## config.mk

```make
export PLATFORM = sky130hd
export DESIGN_NAME = mbinit_partner_responder_flat
export DESIGN_NICKNAME = d
export VERILOG_FILES = /design/src/rtl/mbinit_partner_responder_if.sv /design/src/rtl/mbinit_partner_responder.sv /design/src/flat_wrapper.sv
export SDC_FILE = /design/constraint.sdc
export NUM_CORES = 1
export LEC_CHECK = 0
export ABC_AREA = 1
export BUFFER_PORTS_ARGS = -buffer_cell sky130_fd_sc_hd__buf_2
export CELL_PAD_IN_SITES_DETAIL_PLACEMENT = 0
export CELL_PAD_IN_SITES_GLOBAL_PLACEMENT = 1
export CORE_MARGIN = 1
export CORE_UTILIZATION = 30
export DETAILED_ROUTE_END_ITERATION = 12
export PLACE_DENSITY = 0.57
export SLEW_MARGIN = 10
export SYNTH_ARGS = -nofsm -noshare
export SYNTH_HDL_FRONTEND = slang
export SYNTH_SLANG_ARGS = --single-unit
```

## constraint.sdc

```tcl
create_clock -name CLK -period 2 [get_ports CLK]
set_input_delay 0.4 -clock CLK [delete_from_list [all_inputs] [get_ports CLK]]
set_output_delay 0.4 -clock CLK [all_outputs]
set_load 0.01 [all_outputs]
```

## src/rtl/mbinit_partner_responder_if.sv

```systemverilog
// Bundle of the responder's sideband, substate-control and lane-result signals.
// The master side is the environment (substate controller, sideband TX/RX layer,
// lane checker); the slave side is the responder itself.
interface mbinit_partner_responder_if #(
   parameter int MSG_W = 4,
   parameter int RES_W = 1
);
   // Substate control and sideband RX
   logic             i_enable;
   logic [MSG_W-1:0] i_rx_msg;
   logic             i_msg_valid;
   // Lane comparison result
   logic [RES_W-1:0] i_result;
   // Sideband TX status
   logic             i_busy_sideband;
   logic             i_falling_edge_busy;
   // Responses and status back to the environment
   logic [MSG_W-1:0] o_tx_msg;
   logic             o_tx_valid;
   logic [RES_W-1:0] o_result;
   logic             o_done;
   logic             o_timeout;
   logic             o_enable_cons;

   modport master (
      output i_enable,
      output i_rx_msg,
      output i_msg_valid,
      output i_result,
      output i_busy_sideband,
      output i_falling_edge_busy,
      input  o_tx_msg,
      input  o_tx_valid,
      input  o_result,
      input  o_done,
      input  o_timeout,
      input  o_enable_cons
   );

   modport slave (
      input  i_enable,
      input  i_rx_msg,
      input  i_msg_valid,
      input  i_result,
      input  i_busy_sideband,
      input  i_falling_edge_busy,
      output o_tx_msg,
      output o_tx_valid,
      output o_result,
      output o_done,
      output o_timeout,
      output o_enable_cons
   );
endinterface

```

## src/rtl/mbinit_partner_responder.sv

```systemverilog
// MBINIT module-partner responder.
// Waits for the partner's init / result / done requests, waits for the sideband
// TX to be free, then sends the matching response (request code + 1). The result
// response carries a latched copy of the lane checker's result. Every wait for a
// partner request is guarded by a timeout. All outputs are registered and decoded
// from the next state so they line up with the state they describe.
// TIMEOUT_CYC must be at least 1 and below 2**TIMEOUT_W.
module mbinit_partner_responder #(
   parameter int               MSG_W       = 4,
   parameter int               RES_W       = 1,
   parameter logic [MSG_W-1:0] INIT_REQ    = MSG_W'(4'h1),
   parameter logic [MSG_W-1:0] RESULT_REQ  = MSG_W'(4'h3),
   parameter logic [MSG_W-1:0] DONE_REQ    = MSG_W'(4'h5),
   parameter int               TIMEOUT_W   = 20,
   parameter int               TIMEOUT_CYC = 800000
) (
   input  logic                     CLK,
   input  logic                     rst_n,
   mbinit_partner_responder_if.slave bus
);

   // Response codes are the request code plus one.
   localparam logic [MSG_W-1:0] INIT_RSP   = MSG_W'(INIT_REQ + 1'b1);
   localparam logic [MSG_W-1:0] RESULT_RSP = MSG_W'(RESULT_REQ + 1'b1);
   localparam logic [MSG_W-1:0] DONE_RSP   = MSG_W'(DONE_REQ + 1'b1);

   // Counter value seen on the last permitted wait cycle.
   localparam logic [TIMEOUT_W-1:0] TO_LAST = TIMEOUT_W'(TIMEOUT_CYC - 1);

   typedef enum logic [2:0] {
      IDLE      = 3'd0,
      WAIT_INIT = 3'd1,
      BUSY_CHK  = 3'd2,
      SEND      = 3'd3,
      WAIT_REQ  = 3'd4,
      DONE      = 3'd5,
      ERROR     = 3'd6
   } state_t;

   state_t               state_reg;
   state_t               state_next;
   logic [MSG_W-1:0]     pend_reg;
   logic [MSG_W-1:0]     pend_next;
   logic [TIMEOUT_W-1:0] cnt_reg;
   logic [TIMEOUT_W-1:0] cnt_next;

   logic [MSG_W-1:0]     tx_msg_reg;
   logic [MSG_W-1:0]     tx_msg_next;
   logic                 tx_valid_reg;
   logic                 tx_valid_next;
   logic [RES_W-1:0]     result_reg;
   logic [RES_W-1:0]     result_next;
   logic                 done_reg;
   logic                 done_next;
   logic                 timeout_reg;
   logic                 timeout_next;
   logic                 enable_cons_reg;
   logic                 enable_cons_next;

   // Request decode; only meaningful in the two wait states.
   logic                 req_init;
   logic                 req_result;
   logic                 req_done;
   logic                 req_any;
   logic                 timeout_hit;
   logic                 next_is_wait;

   assign req_init    = bus.i_msg_valid && (bus.i_rx_msg == INIT_REQ);
   assign req_result  = bus.i_msg_valid && (bus.i_rx_msg == RESULT_REQ);
   assign req_done    = bus.i_msg_valid && (bus.i_rx_msg == DONE_REQ);
   assign req_any     = req_init || req_result || req_done;
   assign timeout_hit = (cnt_reg == TO_LAST);

   // Next-state, pending-response, result-latch and output decode.
   always_comb begin
      state_next  = state_reg;
      pend_next   = pend_reg;
      result_next = result_reg;

      if (!bus.i_enable) begin
         // Enable low wins over everything and abandons any response in flight.
         state_next = IDLE;
      end else begin
         unique case (state_reg)
            IDLE: begin
               state_next = WAIT_INIT;
            end
            WAIT_INIT: begin
               // A request on the expiry cycle is accepted rather than timing out.
               if (req_init) begin
                  state_next = BUSY_CHK;
                  pend_next  = INIT_RSP;
               end else if (timeout_hit) begin
                  state_next = ERROR;
               end
            end
            BUSY_CHK: begin
               // Result payload is sampled on the cycle the response is launched.
               if (!bus.i_busy_sideband) begin
                  state_next = SEND;
                  if (pend_reg == RESULT_RSP) begin
                     result_next = bus.i_result;
                  end else begin
                     result_next = '0;
                  end
               end
            end
            SEND: begin
               if (bus.i_falling_edge_busy) begin
                  if (pend_reg == DONE_RSP) begin
                     state_next = DONE;
                  end else begin
                     state_next = WAIT_REQ;
                  end
               end
            end
            WAIT_REQ: begin
               // An init request here is a partner retry; answer it again.
               // Other valid codes are not ours and are dropped.
               if (req_any) begin
                  state_next = BUSY_CHK;
                  pend_next  = MSG_W'(bus.i_rx_msg + 1'b1);
               end else if (timeout_hit) begin
                  state_next = ERROR;
               end
            end
            DONE: begin
               state_next = DONE;
            end
            ERROR: begin
               state_next = ERROR;
            end
            default: begin
               state_next = IDLE;
            end
         endcase
      end

      // Leaving the substate discards the latched payload.
      if (state_next == IDLE) begin
         result_next = '0;
      end

      // Timeout counter: zero on entry to a wait state, counts while staying.
      // The saturation guard keeps it from wrapping.
      next_is_wait = (state_next == WAIT_INIT) || (state_next == WAIT_REQ);
      cnt_next     = '0;
      if (next_is_wait && (state_next == state_reg)) begin
         if (cnt_reg == TO_LAST) begin
            cnt_next = cnt_reg;
         end else begin
            cnt_next = cnt_reg + 1'b1;
         end
      end

      // Outputs decoded from the next state so they are registered in step with it.
      tx_valid_next    = (state_next == SEND);
      tx_msg_next      = (state_next == SEND) ? pend_next : '0;
      done_next        = (state_next == DONE);
      timeout_next     = (state_next == ERROR);
      enable_cons_next = (state_next != IDLE);
   end

   // State, pending response and timeout counter registers.
   always_ff @(posedge CLK or negedge rst_n) begin
      if (!rst_n) begin
         state_reg <= IDLE;
         pend_reg  <= '0;
         cnt_reg   <= '0;
      end else begin
         state_reg <= state_next;
         pend_reg  <= pend_next;
         cnt_reg   <= cnt_next;
      end
   end

   // Registered outputs; reset clears them without waiting for a clock.
   always_ff @(posedge CLK or negedge rst_n) begin
      if (!rst_n) begin
         tx_msg_reg      <= '0;
         tx_valid_reg    <= 1'b0;
         result_reg      <= '0;
         done_reg        <= 1'b0;
         timeout_reg     <= 1'b0;
         enable_cons_reg <= 1'b0;
      end else begin
         tx_msg_reg      <= tx_msg_next;
         tx_valid_reg    <= tx_valid_next;
         result_reg      <= result_next;
         done_reg        <= done_next;
         timeout_reg     <= timeout_next;
         enable_cons_reg <= enable_cons_next;
      end
   end

   assign bus.o_tx_msg      = tx_msg_reg;
   assign bus.o_tx_valid    = tx_valid_reg;
   assign bus.o_result      = result_reg;
   assign bus.o_done        = done_reg;
   assign bus.o_timeout     = timeout_reg;
   assign bus.o_enable_cons = enable_cons_reg;

endmodule

```

## src/flat_wrapper.sv

```systemverilog
// flat-port wrapper written by rule: the top's interface ports become plain ports
module mbinit_partner_responder_flat 
#(
   parameter int               MSG_W       = 4,
   parameter int               RES_W       = 1,
   parameter logic [MSG_W-1:0] INIT_REQ    = MSG_W'(4'h1),
   parameter logic [MSG_W-1:0] RESULT_REQ  = MSG_W'(4'h3),
   parameter logic [MSG_W-1:0] DONE_REQ    = MSG_W'(4'h5),
   parameter int               TIMEOUT_W   = 20,
   parameter int               TIMEOUT_CYC = 800000
)
  (CLK, rst_n, bus_i_enable, bus_i_rx_msg, bus_i_msg_valid, bus_i_result, bus_i_busy_sideband, bus_i_falling_edge_busy, bus_o_tx_msg, bus_o_tx_valid, bus_o_result, bus_o_done, bus_o_timeout, bus_o_enable_cons);
  mbinit_partner_responder_if #(.MSG_W(MSG_W), .RES_W(RES_W)) bus_i ();
  input  logic CLK;
  input  logic rst_n;
  input wire logic [$bits(bus_i.i_enable)-1:0] bus_i_enable;
  input wire logic [$bits(bus_i.i_rx_msg)-1:0] bus_i_rx_msg;
  input wire logic [$bits(bus_i.i_msg_valid)-1:0] bus_i_msg_valid;
  input wire logic [$bits(bus_i.i_result)-1:0] bus_i_result;
  input wire logic [$bits(bus_i.i_busy_sideband)-1:0] bus_i_busy_sideband;
  input wire logic [$bits(bus_i.i_falling_edge_busy)-1:0] bus_i_falling_edge_busy;
  output wire logic [$bits(bus_i.o_tx_msg)-1:0] bus_o_tx_msg;
  output wire logic [$bits(bus_i.o_tx_valid)-1:0] bus_o_tx_valid;
  output wire logic [$bits(bus_i.o_result)-1:0] bus_o_result;
  output wire logic [$bits(bus_i.o_done)-1:0] bus_o_done;
  output wire logic [$bits(bus_i.o_timeout)-1:0] bus_o_timeout;
  output wire logic [$bits(bus_i.o_enable_cons)-1:0] bus_o_enable_cons;
  assign bus_i.i_enable = bus_i_enable;
  assign bus_i.i_rx_msg = bus_i_rx_msg;
  assign bus_i.i_msg_valid = bus_i_msg_valid;
  assign bus_i.i_result = bus_i_result;
  assign bus_i.i_busy_sideband = bus_i_busy_sideband;
  assign bus_i.i_falling_edge_busy = bus_i_falling_edge_busy;
  assign bus_o_tx_msg = bus_i.o_tx_msg;
  assign bus_o_tx_valid = bus_i.o_tx_valid;
  assign bus_o_result = bus_i.o_result;
  assign bus_o_done = bus_i.o_done;
  assign bus_o_timeout = bus_i.o_timeout;
  assign bus_o_enable_cons = bus_i.o_enable_cons;
  mbinit_partner_responder #(.MSG_W(MSG_W), .RES_W(RES_W), .INIT_REQ(INIT_REQ), .RESULT_REQ(RESULT_REQ), .DONE_REQ(DONE_REQ), .TIMEOUT_W(TIMEOUT_W), .TIMEOUT_CYC(TIMEOUT_CYC)) u_core (.CLK(CLK), .rst_n(rst_n), .bus(bus_i));
endmodule
```

==> results.txt, run 1 <==
The xor/xnor share of the synthesized area is 0.0617, and the final antenna diode count is 0. Setup repair after global routing could not meet its margin everywhere. The flow ran to the end, and the final reports show no timing, DRC or antenna violations. Maximum vdd drop: 0.263 mV. The worst setup timing slack at the placement stage came out at -0.00544 ns. The core region is 6830 sq um. Across all setup checks in the final design, the least slack found is 0.0817 ns.

The tools report the total routed wirelength as 5370 microns. The average size of a mapped cell was 7.61 sq um. The tools report the root cell of the clock tree as sky130_fd_sc_hd__clkbuf_8. The power consumption was 1.92 mW. The clock period could shrink to 1.92 ns.

The remaining max-slew budget at the tightest pin came out at 0.686. For this run, the leading register cell type out of synthesis is sky130_fd_sc_hd__dfrtp_1. The run gives 0.150 as the total global routing track utilization. Entering global routing, the biggest net connects 37 pins. The fraction of layout instances using a drive strength above 1 is 0.376.

Type of the most critical hold path: primary input to async pin. Based on the critical path, the design can be clocked at up to 0.521 GHz. The multiplexer share of the synthesized area came out at 0. Yosys printed 0 warnings.

The floorplan step defined a die boundary enclosing 7440 sq um. Count of cell types in the netlist: 24. The height of the die was 86.3 microns.

The most common cell in the synthesized netlist is sky130_fd_sc_hd__nand2_1. The via-per-instance ratio came out at 4.32. Detailed placement ended at an HPWL of 3770 microns. Relative to the synthesized area, the layout overhead comes to 41.2%. The run gives 2.15 ns as the arrival time of the worst setup path.

The worst setup path is of the flip-flop to flip-flop kind. For this run, design rule violations remaining after detail routing come to 0. Measured along the x axis, the die boundary spans 86.3 microns. For this design the top-level I/O count stands at 20. By instance count, the cell type seen most on the critical path is sky130_fd_sc_hd__nand2_2. The share of the clock period used by the worst path after layout was 0.959.

The share of the synthesized area in compound gates (AO/OA/AOI/OAI) is 0.0458, and the final setup violation count is 0. The worst clock skew on the final layout was 0.00509 ns. For this design the ratio of total power to cell area is 638 nW/um^2.

After detailed routing, the average wire length per cell comes to 12.4 microns. The cell area after synthesis was 2130 sq um; the number of enable-type register cells in the synthesized netlist was 0. Synthesis inferred 36 register bits. The largest total area in the synthesized netlist belongs to sky130_fd_sc_hd__dfrtp_1. The max-slew violation count is 0, and the static leakage is 1.37 nW. The count of buffers added on input and output ports is 19. The logs give 0.29 ns for the clock insertion delay at the later pin of the skew report and 0.312 for the initial standard-cell utilization of the core.

The clock-pin slew on the worst setup and hold paths is 0.08 ns. The fraction of the yosys area taken by sequential cells came out at 0.423. The tools report the length of the first detailed-routing pass in iterations as 3. The tools report the kind of end point of the critical path as a flip-flop.

The top cell type's share of synthesized area was 0.423; the total count of hold-check failures in the final report was 0. The area share of fa/ha/maj cells after synthesis came out at 0.0176. The final layout contains 351 nets. The logs give 0.797 for the last weighted congestion value of the routability-driven placer and 2.23 ns for the data required time at the worst endpoint.

In the synthesized netlist, the cells that appear most often are sky130_fd_sc_hd__nand2_1 (53), sky130_fd_sc_hd__inv_1 (43), sky130_fd_sc_hd__dfrtp_1 (36), sky130_fd_sc_hd__nor2_1 (36), sky130_fd_sc_hd__nor2_2 (22). The post-place instance area is 2480 sq um, and the final design instance area without fill is 3010 sq um. The share of synthesized registers carrying an async set or reset is 1.00. The number of buffers on the longest clock path was 2. Registers take 903 sq um. In this run the number of H-tree levels came out at 2. Number of DRC markers in iteration 0: 49.

Fill cells in the final layout number 734. In the final layout, the multi-input gates occupy 1230 sq um. The critical path's largest stage delay was 0.46 ns. The logs give 280 for the cell count after synthesis and 1800 for the via count of the first global-routing pass. Launching element type of the critical path: a flip-flop.

The routed layout has 1876 vias. By area the synthesized netlist is led by sky130_fd_sc_hd__dfrtp_1 (42%), sky130_fd_sc_hd__nand2_1 (9.3%), sky130_fd_sc_hd__inv_1 (7.6%). The post-synthesis net count is 294.

For this design, the sink count on the clock tree is 36. At the pin with the least slew margin, the transition time is 0.472 ns. The floorplan has 30 rows. The first-pass GRT wire length came out at 8570 microns. The residual antenna-violating net count after detailed routing is 0, and the simple-gate area share of the yosys netlist is 0.353.

The initial antenna violation count is 0, and the maximum fanout along the worst path is 5. The flip-flop count of the largest register after layout works out to 20. The critical path goes through inv_4 > nand2_4 > nor2_4 > nand2_2 > nand2_2 > nand3_2 > nand2_4 > nand2_4 > nand2_2 > nand2_2 > nor2_2 > nand3_4 > clkbuf_16 > nor2_4. After synthesis, the largest family of logic cells by area is simple AND/OR/NAND/NOR gates. The total clock buffers created by CTS is 5. The number of violations of the max-capacitance limit was 0. TritonCTS built the clock tree. Highest-delay cell along the critical path: sky130_fd_sc_hd__dfrtp_2.

After global routing the overflow that remains totals 0.
[metrics by stage]
stage               instances  hold WS (ns)  TNS [ns]  utilization
floorplan                 280         0.104         0            -
CTS                       420         0.158         0        0.386
global placement          412         0.478   -0.0926        0.363
detailed placement        412         0.483  -0.00654        0.363
global route              434         0.197    -0.822        0.440
finish                    434         0.146         0        0.440
[report_power, final]
part	switching, mW	total [mW]	leakage [nW]	internal (mW)
sequential	0.00946	0.747	0.495	0.737
clock	0.286	0.910	0.0784	0.624
combinational	0.153	0.262	0.792	0.109
[worst paths after layout]
kind	slack [ns]	endpoint	cells after the start	start
worst min register to register	0.55	u_core.bus.o_result	2	u_core.bus.o_result
min in group CLK	0.37	u_core.bus.o_result	3	bus_i_result
max in group asynchronous	1.50	u_core.state_reg[1]	2	rst_n
worst max register to register	0.08	u_core.cnt_reg[19]	14	u_core.state_reg[1]
worst max-delay path	0.08	u_core.cnt_reg[19]	14	u_core.state_reg[1]
worst min-delay path	0.15	u_core.cnt_reg[12]	2	rst_n
[placed cells by master (no fill, tap or decap), drive strengths merged]
cell / instances
nor2: 60
a22oi: 1
inv: 50
nand4: 7
nand3: 23
o21ai: 6
a21oi: 6
bufinv: 3
dfrtp: 36
clkbuf: 7
xnor2: 4
o31ai: 1
nor3b: 1
nand2: 59
ha: 3
nor3: 7
o22ai: 3
xor2: 11
buf: 50
[cell families after synthesis]
kind of cell	after synthesis
buf+inv	52
flops	36
fa+ha+maj	3
simple gates	157
xor+xnor	15
compound gates	17
[timing repair]
item	CTS	global route
gates resized for setup	0	57
buffers inserted	0	11
hold buffers	0	0
setup endpoints to repair	0	20
[metal layers]
metal | vias to the layer above | GRT usage | wire [microns]
met3 | 8 | 0.0286 | 99
met5 | - | 0 | 0
met2 | 20 | 0.242 | 2620
li1 | 982 | - | -
met4 | 0 | 0.0591 | 104
met1 | 866 | 0.198 | 2550
[worst max-delay path, delay by kind of cell (launching register included)]
kind	cells	cell delay, ns
buffers and inverters	2	0.31
DFF	1	0.46
and+or+nand+nor	12	1.10
[final cells by class]
class	count	area share
Clock buffer	5	0.0229
Clock inverter	3	0.0300
Inverter	50	0.0649
Multi-Input combinational cell	192	0.410
Sequential cell	36	0.300
Tap cell	96	0.0399
Timing Repair Buffer	52	0.132
Power figures use the tool's default switching activity.
==> run 2: changes to the inputs <==
Settings changed: CORE_MARGIN 1 to 2, GPL_TIMING_DRIVEN set to 0.
==> run 2 against run 1 <==
Effect of this change: first-iteration DRC count up 16%; fmax is 1.1% higher; design area down 8.6%; sequential cell count stayed put; clock power shrank 41%; non-clock buffer count decreased by 13; worst setup slack better by 0.020 ns; highest routed layer unchanged; via count down 3.9%; largest power group is now sequential cells; sequential power about the same; global-route usage down 1.1 points.
==> results.txt, run 2 (synthesis results as in run 1) <==
The run finished with clean final reports. The count of cells in the finished layout, fillers not included, comes to 421. At the end of routability-driven placement, the weighted congestion stood at 0.779. The tools report the upper clock frequency limit as 0.527 GHz. The clock insertion delay at the later pin of the skew report was 0.29 ns; the number of top-level pins was 20. Traced cell by cell, the critical path runs through inv_4 > nand2_2 > nor2_4 > nand2_2 > nand2_1 > nand3_1 > nand2_2 > nand2_4 > nand2_1 > nand2_1 > nor2_4 > nand3_4 > clkbuf_16 > nor2_2.

The floorplan step set the die width to 88.3 microns. The die footprint came out at 7790 sq um. Across the routed clock network, the largest skew measured is 0.00772 ns. The post-place instance area is 2350 sq um.

Fill cells in the final layout number 756. The share of the clock period used by the worst path after layout is 0.949. The number of placed instances, taps included, is 395.

The final layout contains routed wiring with a total length of 5000 microns. The number of nets in the layout came out at 338. The number of DRC markers in iteration 0 is 57, and the number of cell rows is 30.

The HPWL after detailed placement is 3680 microns. After routing the design area is 2750 sq um. For this design the ratio of total power to cell area is 544 nW/um^2. Leaving out fill and tap cells, the most frequent cell in the layout is sky130_fd_sc_hd__nand2_1. Summing over every cut layer, the via total after detailed routing is 1802. The run gives 6830 sq um as the area of the core.

The kind of end point of the critical path was a flip-flop. The run gives 0 as the initial antenna violation count. The critical path's largest stage delay works out to 0.47 ns. Entering global routing, the biggest net connects 37 pins. Total count of hold-check failures in the final report: 0. Shortest clock period the worst path allows after layout: 1.90 ns. In the final routed layout, each cell accounts on average for 11.9 microns. Buffers inserted during clock tree synthesis total 5. The count of input and output buffers was 19. After detailed routing, the number of remaining DRC violations is 0. Clock tree synthesis found a total of 36 sinks. The type of the most critical hold path was primary input to async pin. The flip-flop count of the largest register after layout is 20, and the buffer and inverter count on the worst path is 2.

For the part of the power in the clock network, the log shows 0.358. The path type of the worst setup path was flip-flop to flip-flop. In this run the vertical extent of the chip is 88.3 microns. Using the TritonRoute via totals, the vias-per-cell ratio works out to 4.28. The net switching fraction of the power came out at 0.285. 0 antenna diodes ended up in the layout. The worst setup path is launched from a flip-flop.

Power comes to 1.49 mW. Global routing finished with a remaining overflow of 0. The number of violations of the max-capacitance limit was 0; the total global routing track utilization was 0.139.

The tools report the relative contribution of sequential cells to total power as 0.502. The fraction of layout instances using a drive strength above 1 is 0.345. The length of the first detailed-routing pass in iterations was 4; the static leakage was 1.25 nW. The tools report the initial standard-cell utilization of the core as 0.312. The tools report the root cell of the clock tree as sky130_fd_sc_hd__clkbuf_8.

Across all hold checks on the routed design, the worst slack comes to 0.200 ns. Summed over all nets, the switching power comes to 0.425 mW. Across the VDD grid, the largest voltage drop is 0.221 mV. In this design, the largest share of critical-path delay is due to simple AND/OR/NAND/NOR gates. For the max-slew violation count, the log shows 0. The clock-pin slew on the worst setup and hold paths came out at 0.08 ns. Cell internal power was estimated by the tool at 1.07 mW. First-pass GRT wire length: 8350 microns. The number of buffers on the longest clock path was 2; the slew at the pin with the worst max-slew slack was 0.819 ns.

TritonCTS built the clock tree. At the worst endpoint, the arrival time is 2.13 ns. In this run the worst path has a maximum fanout of 5. The count of nets left with antenna violations once routing finished came out at 0. The run gives 1794 as the via count of the first global-routing pass. The data required time at the worst endpoint was 2.23 ns. The highest-delay cell along the critical path is sky130_fd_sc_hd__dfrtp_2.

The remaining max-slew budget at the tightest pin was 0.454. For the hold buffer count at CTS, the log shows 0. The area growth from synthesis to layout is 29.0%. In the layout the commonest cells are sky130_fd_sc_hd__nand2_1 (47), sky130_fd_sc_hd__inv_1 (39), sky130_fd_sc_hd__nor2_1 (33). Setup violations remaining at the end of the flow were counted as 0. Combinational fraction of design power: 0.140.

The end-of-flow core utilization is 0.402. The tools report the number of H-tree levels as 2.
run 2: path summary, 6_finish.rpt:
check	depth (start not counted)	slack, ns	to	from
min in group CLK	3	0.37	u_core.bus.o_result	bus_i_result
max in group asynchronous	1	1.23	u_core.state_reg[2]	rst_n
min reg2reg	2	0.55	u_core.bus.o_result	u_core.bus.o_result
min	1	0.20	u_core.cnt_reg[7]	rst_n
max	14	0.10	u_core.cnt_reg[4]	u_core.state_reg[1]
max reg2reg	14	0.10	u_core.cnt_reg[4]	u_core.state_reg[1]
run 2: power by group through the flow:
stage / sequential, mW / combinational (mW) / clock (mW)
2_1_floorplan: 0.761 / 0.101 / 0
3_3_place_gp: 0.765 / 0.155 / 0
3_5_place_dp: 0.765 / 0.155 / 0
4_1_cts: 0.751 / 0.163 / 0.563
5_1_grt: 0.752 / 0.232 / 0.599
6_report: 0.750 / 0.209 / 0.534
run 2: layout make-up:
class	count	area, sq um	area share
Timing Repair Buffer	37	248	0.0901
Clock inverter	3	23.8	0.00865
Tap cell	96	120	0.0437
Clock buffer	5	68.8	0.0250
Multi-Input combinational cell	192	1150	0.420
Sequential cell	36	906	0.330
Inverter	50	193	0.0701
Buffer	2	35.0	0.0127
run 2: timing repair:
action,in CTS,in global routing
pin swaps,2,12
gates cloned,0,1
gates resized for setup,4,39
setup buffers,3,14
setup endpoints to repair,24,20
run 2: worst reg2reg max path: stages, from the launching register on:
cell,delay (ns)
sky130_fd_sc_hd__dfrtp_2,0.47
sky130_fd_sc_hd__inv_4,0.09
sky130_fd_sc_hd__nand2_2,0.08
sky130_fd_sc_hd__nor2_4,0.17
sky130_fd_sc_hd__nand2_2,0.08
sky130_fd_sc_hd__nand2_1,0.06
sky130_fd_sc_hd__nand3_1,0.08
sky130_fd_sc_hd__nand2_2,0.10
sky130_fd_sc_hd__nand2_4,0.07
sky130_fd_sc_hd__nand2_1,0.06
sky130_fd_sc_hd__nand2_1,0.08
sky130_fd_sc_hd__nor2_4,0.13
sky130_fd_sc_hd__nand3_4,0.12
sky130_fd_sc_hd__clkbuf_16,0.20
sky130_fd_sc_hd__nor2_2,0.07
run 2: per-stage QoR:
step                      setup WS (ns)  TNS [ns]
final                             0.102         0
after global routing           -0.00233  -0.00286
after CTS                        0.0467         0
after detailed placement         -0.221     -4.52
after global placement           -0.206     -4.26
after floorplan                   0.217         0
run 2: layer usage:
metal / up-vias / global-route usage / wire length, microns
li1: 954 / - / -
met1: 822 / 0.184 / 2340
met2: 21 / 0.232 / 2500
met3: 5 / 0.0224 / 102
met4: 0 / 0.0455 / 57
met5: - / 0 / 0
==> run 3: changes to the inputs <==
Settings changed: ABC_AREA 1 to not set, PLACE_DENSITY 0.57 to 0.56.
==> run 3 against run 2 <==
Effect of this change: clock power shrank 3%; design area shrank 17%; fmax shrank 4.5%; via count shrank 18%; non-clock buffer count shrank 9; global-route usage shrank 0.99 points; die area shrank 12%; first-iteration DRC count shrank 8.8%; cell count shrank 27%; sequential share of layout area grew 6.8 points; critical path depth shrank 9; register-to-register slack lost 0.09 ns; critical endpoint is now u_core.bus.o_timeout; largest cell class unchanged.
==> results.txt, run 3 <==
For the max-slew violation count, the log shows 0. The share of synthesized registers carrying an async set or reset works out to 1.00. The capturing point of the worst reg2reg path is u_core.bus.o_timeout. The net switching fraction of the power works out to 0.228. The worst clock skew on the final layout came out at 0.00737 ns. In the post-route analysis, the smallest setup slack over all paths is 0.0117 ns. The die is 82.9 microns wide. TritonCTS built the clock tree.

After technology mapping, the gate count stands at 200. The register-to-register setup slack is 0.01 ns, and the fraction of layout instances using a drive strength above 1 is 0.211. Dividing the detail-routed wire length by the instance count gives 13.6 microns.

Share of the clock period used by the worst path after layout: 0.994. The number of storage elements in the synthesis netlist came out at 36. The depth of the worst register-to-register path was 5. Sorting the synthesized cells by area gives the leading types as sky130_fd_sc_hd__dfrtp_1 (48%), sky130_fd_sc_hd__nor2_1 (7.2%), sky130_fd_sc_hd__xnor2_1 (6.1%). Before CTS, the worst setup slack after placement is -0.253 ns. Along the worst path, the maximum fanout reaches 4. The via-per-instance ratio was 4.80.

The total global routing track utilization is 0.129, and the number of top-level pins is 20. The fraction of the yosys area taken by sequential cells came out at 0.482. Yosys mapped a number of flops with a built-in enable equal to 0. By count the netlist is led by sky130_fd_sc_hd__dfrtp_1 (36), sky130_fd_sc_hd__nor2_1 (36), sky130_fd_sc_hd__nand2_1 (17). Clock-pin slew was measured on the worst setup and hold paths at 0.07 ns. For the part of the power in the clock network, the log shows 0.382. Static timing analysis puts the maximum clock frequency at 0.503 GHz. In the layout the commonest cells are sky130_fd_sc_hd__nor2_1 (36), sky130_fd_sc_hd__dfrtp_1 (34), sky130_fd_sc_hd__buf_2 (19). The net switching component of the power is 0.311 mW, and the overflow left after global routing is 0. Cell internal power was estimated by the tool at 1.05 mW.

The detail route stage leaves a number of antenna-violating nets equal to 0. STA puts the critical path data required time at 2.17 ns. At the end of routability-driven placement, the weighted congestion stood at 0.771. After floorplanning, the core was sized to cover 5960 sq um. For the total count of hold-check failures in the final report, the log shows 0.

The worst setup path endpoint was u_core.bus.o_timeout. Counting every sink on the clock net gives 36. The wire-length estimate of the detail-placed layout is 2890 microns.

The combinational fraction of design power was 0.074. sky130_fd_sc_hd__dfrtp_1 takes more of the synthesized area than any other cell. The shortest clock period the worst path allows after layout is 1.99 ns. The cell area that synthesis handed to floorplanning was 1870 sq um.

The post-synthesis net count came out at 214. Kind of end point of the critical path: a flip-flop. The number of clock buffers added by TritonCTS is 5. Count of cell types in the netlist: 43. The logs give 4 for the length of the first detailed-routing pass in iterations and 0 ns for the setup TNS after final layout. Launching element type of the critical path: a flip-flop. The run gives 0.545 as the relative contribution of sequential cells to total power.

The top cell type's share of synthesized area was 0.482. The flow ran to the end, and the final reports show no timing, DRC or antenna violations. The height of the die is 82.9 microns. Port buffering added 19 buffers.

In this run the critical register-to-register path is launched from u_core.cnt_reg[11]. For this run, the leading register cell type out of synthesis is sky130_fd_sc_hd__dfrtp_1. The maximum vdd drop was 0.372 mV. The run gives 0.461 as the remaining max-slew budget at the tightest pin. The number of buffers on the longest clock path came out at 2.

In this run the mean area of a mapped cell was 9.34 sq um. The analysis attributes to cell leakage a power of 1.01 nW. For this run, the post-layout net count is 245. Data on the critical path arrives at its endpoint at 2.16 ns.

Row generation in the floorplan step produced 28 rows. The remaining routing DRC violations is 0. The run gives 2 as the number of H-tree levels. The die footprint was 6870 sq um; the number of warning messages in the yosys log was 0. Max-cap violations in this run came to 0. The critical path in this run is classified as flip-flop to flip-flop. The first global-routing pass estimated 7260 microns of wire. Buffers inserted to repair hold after CTS numbered 0. For the pin with the worst max-slew slack, the measured transition is 0.808 ns.

The flip-flop count of the largest register after layout was 20; the end-of-flow core utilization was 0.382. The total routed wirelength is 4160 microns, and the initial antenna violation count is 0. The power per unit of standard cell area was 599 nW/um^2.

The root buffer cell chosen for the clock tree is sky130_fd_sc_hd__clkbuf_8. The most frequent standard cell in the layout excluding fill and tap cells is sky130_fd_sc_hd__nor2_1. Setup violations remaining at the end of the flow were counted as 0.

In this run, the number of DRC markers left after iteration 0 of detailed routing was 52. The later pin in the worst-skew pair is clocked with a latency of 0.28 ns. In this run the worst hold path is classified as primary input to async pin.

The most critical setup path has its startpoint at u_core.cnt_reg[11]. The area overhead of the layout relative to synthesis works out to 21.6%. The tools report the final antenna diode count as 0. The initial standard-cell utilization of the core is 0.314, and the largest net degree at the start of global routing is 37.

The via count of the first global-routing pass was 1491; the routed via count was 1475. Setup repair after global routing could not meet its margin everywhere.
[run 3: what timing repair did]
| action | 4_1_cts | 5_1_grt |
|---|---|---|
| setup endpoints to repair | 28 | 26 |
| setup buffers | 4 | 1 |
| gates cloned | 0 | 1 |
| gates resized for setup | 9 | 12 |
| pin swaps | 3 | 4 |
[run 3: metrics by stage]
| stage | power, mW | instance area [sq um] | hold slack (ns) | std cells |
|---|---|---|---|---|
| final | 1.36 | 2270 | 0.202 | 307 |
| after CTS | 1.38 | 2200 | 0.231 | 306 |
| after detailed placement | 0.843 | 2060 | 0.487 | 294 |
| after floorplan | 0.798 | 1870 | 0.104 | 200 |
| after global placement | 0.844 | 2060 | 0.478 | 294 |
| after global routing | 1.45 | 2270 | 0.261 | 307 |
[run 3: worst min path at each step]
stage                       start                  to  cells after the start
3_5_place_dp    u_core.cnt_reg[0]   u_core.cnt_reg[0]                      1
5_1_grt                     rst_n  u_core.cnt_reg[16]                      1
6_report                    rst_n  u_core.cnt_reg[12]                      1
4_1_cts                     rst_n  u_core.cnt_reg[16]                      1
3_3_place_gp   u_core.pend_reg[3]  u_core.pend_reg[3]                      2
2_1_floorplan               rst_n   u_core.bus.o_done                      0
[run 3: layout make-up]
class	count	area, sq um
Fill cell	617	3680
Multi-Input combinational cell	147	966
Sequential cell	36	903
Timing Repair Buffer	25	144
Tap cell	75	93.8
Clock buffer	8	90.1
Inverter	11	41.3
Buffer	5	33.8
[run 3: per-layer routing]
layer,global-route usage,vias up,share of wire
li1,-,743,-
met1,0.182,702,0.52
met2,0.192,23,0.43
met3,0.0328,7,0.036
met4,0.0447,0,0.013
met5,0,-,0
[run 3: cells by family (layout without fill, tap and decap cells)]
logic type,count (synthesis),count (layout),synth area share
fa+ha+maj,3,3,0.0201
xor+xnor,17,17,0.0797
flops,36,36,0.482
mux,2,2,0.0114
buf+inv,17,49,0.0355
compound gates,27,27,0.102
simple gates,98,98,0.269
[run 3: worst max-delay path, cell delays in order, from the launching register on]
cell and delay, ns:
sky130_fd_sc_hd__dfrtp_2 0.41, sky130_fd_sc_hd__or4b_4 0.53, sky130_fd_sc_hd__nor4_4 0.40, sky130_fd_sc_hd__and2_4 0.23
sky130_fd_sc_hd__a31oi_4 0.10, sky130_fd_sc_hd__a2111oi_4 0.21
[run 3: power by group through the flow]
stage,sequential (mW),clock (mW),combinational [mW]
after floorplan,0.751,0,0.0474
after global placement,0.750,0,0.0943
after detailed placement,0.750,0,0.0929
after CTS,0.736,0.550,0.0959
after global routing,0.741,0.591,0.114
final,0.741,0.519,0.100
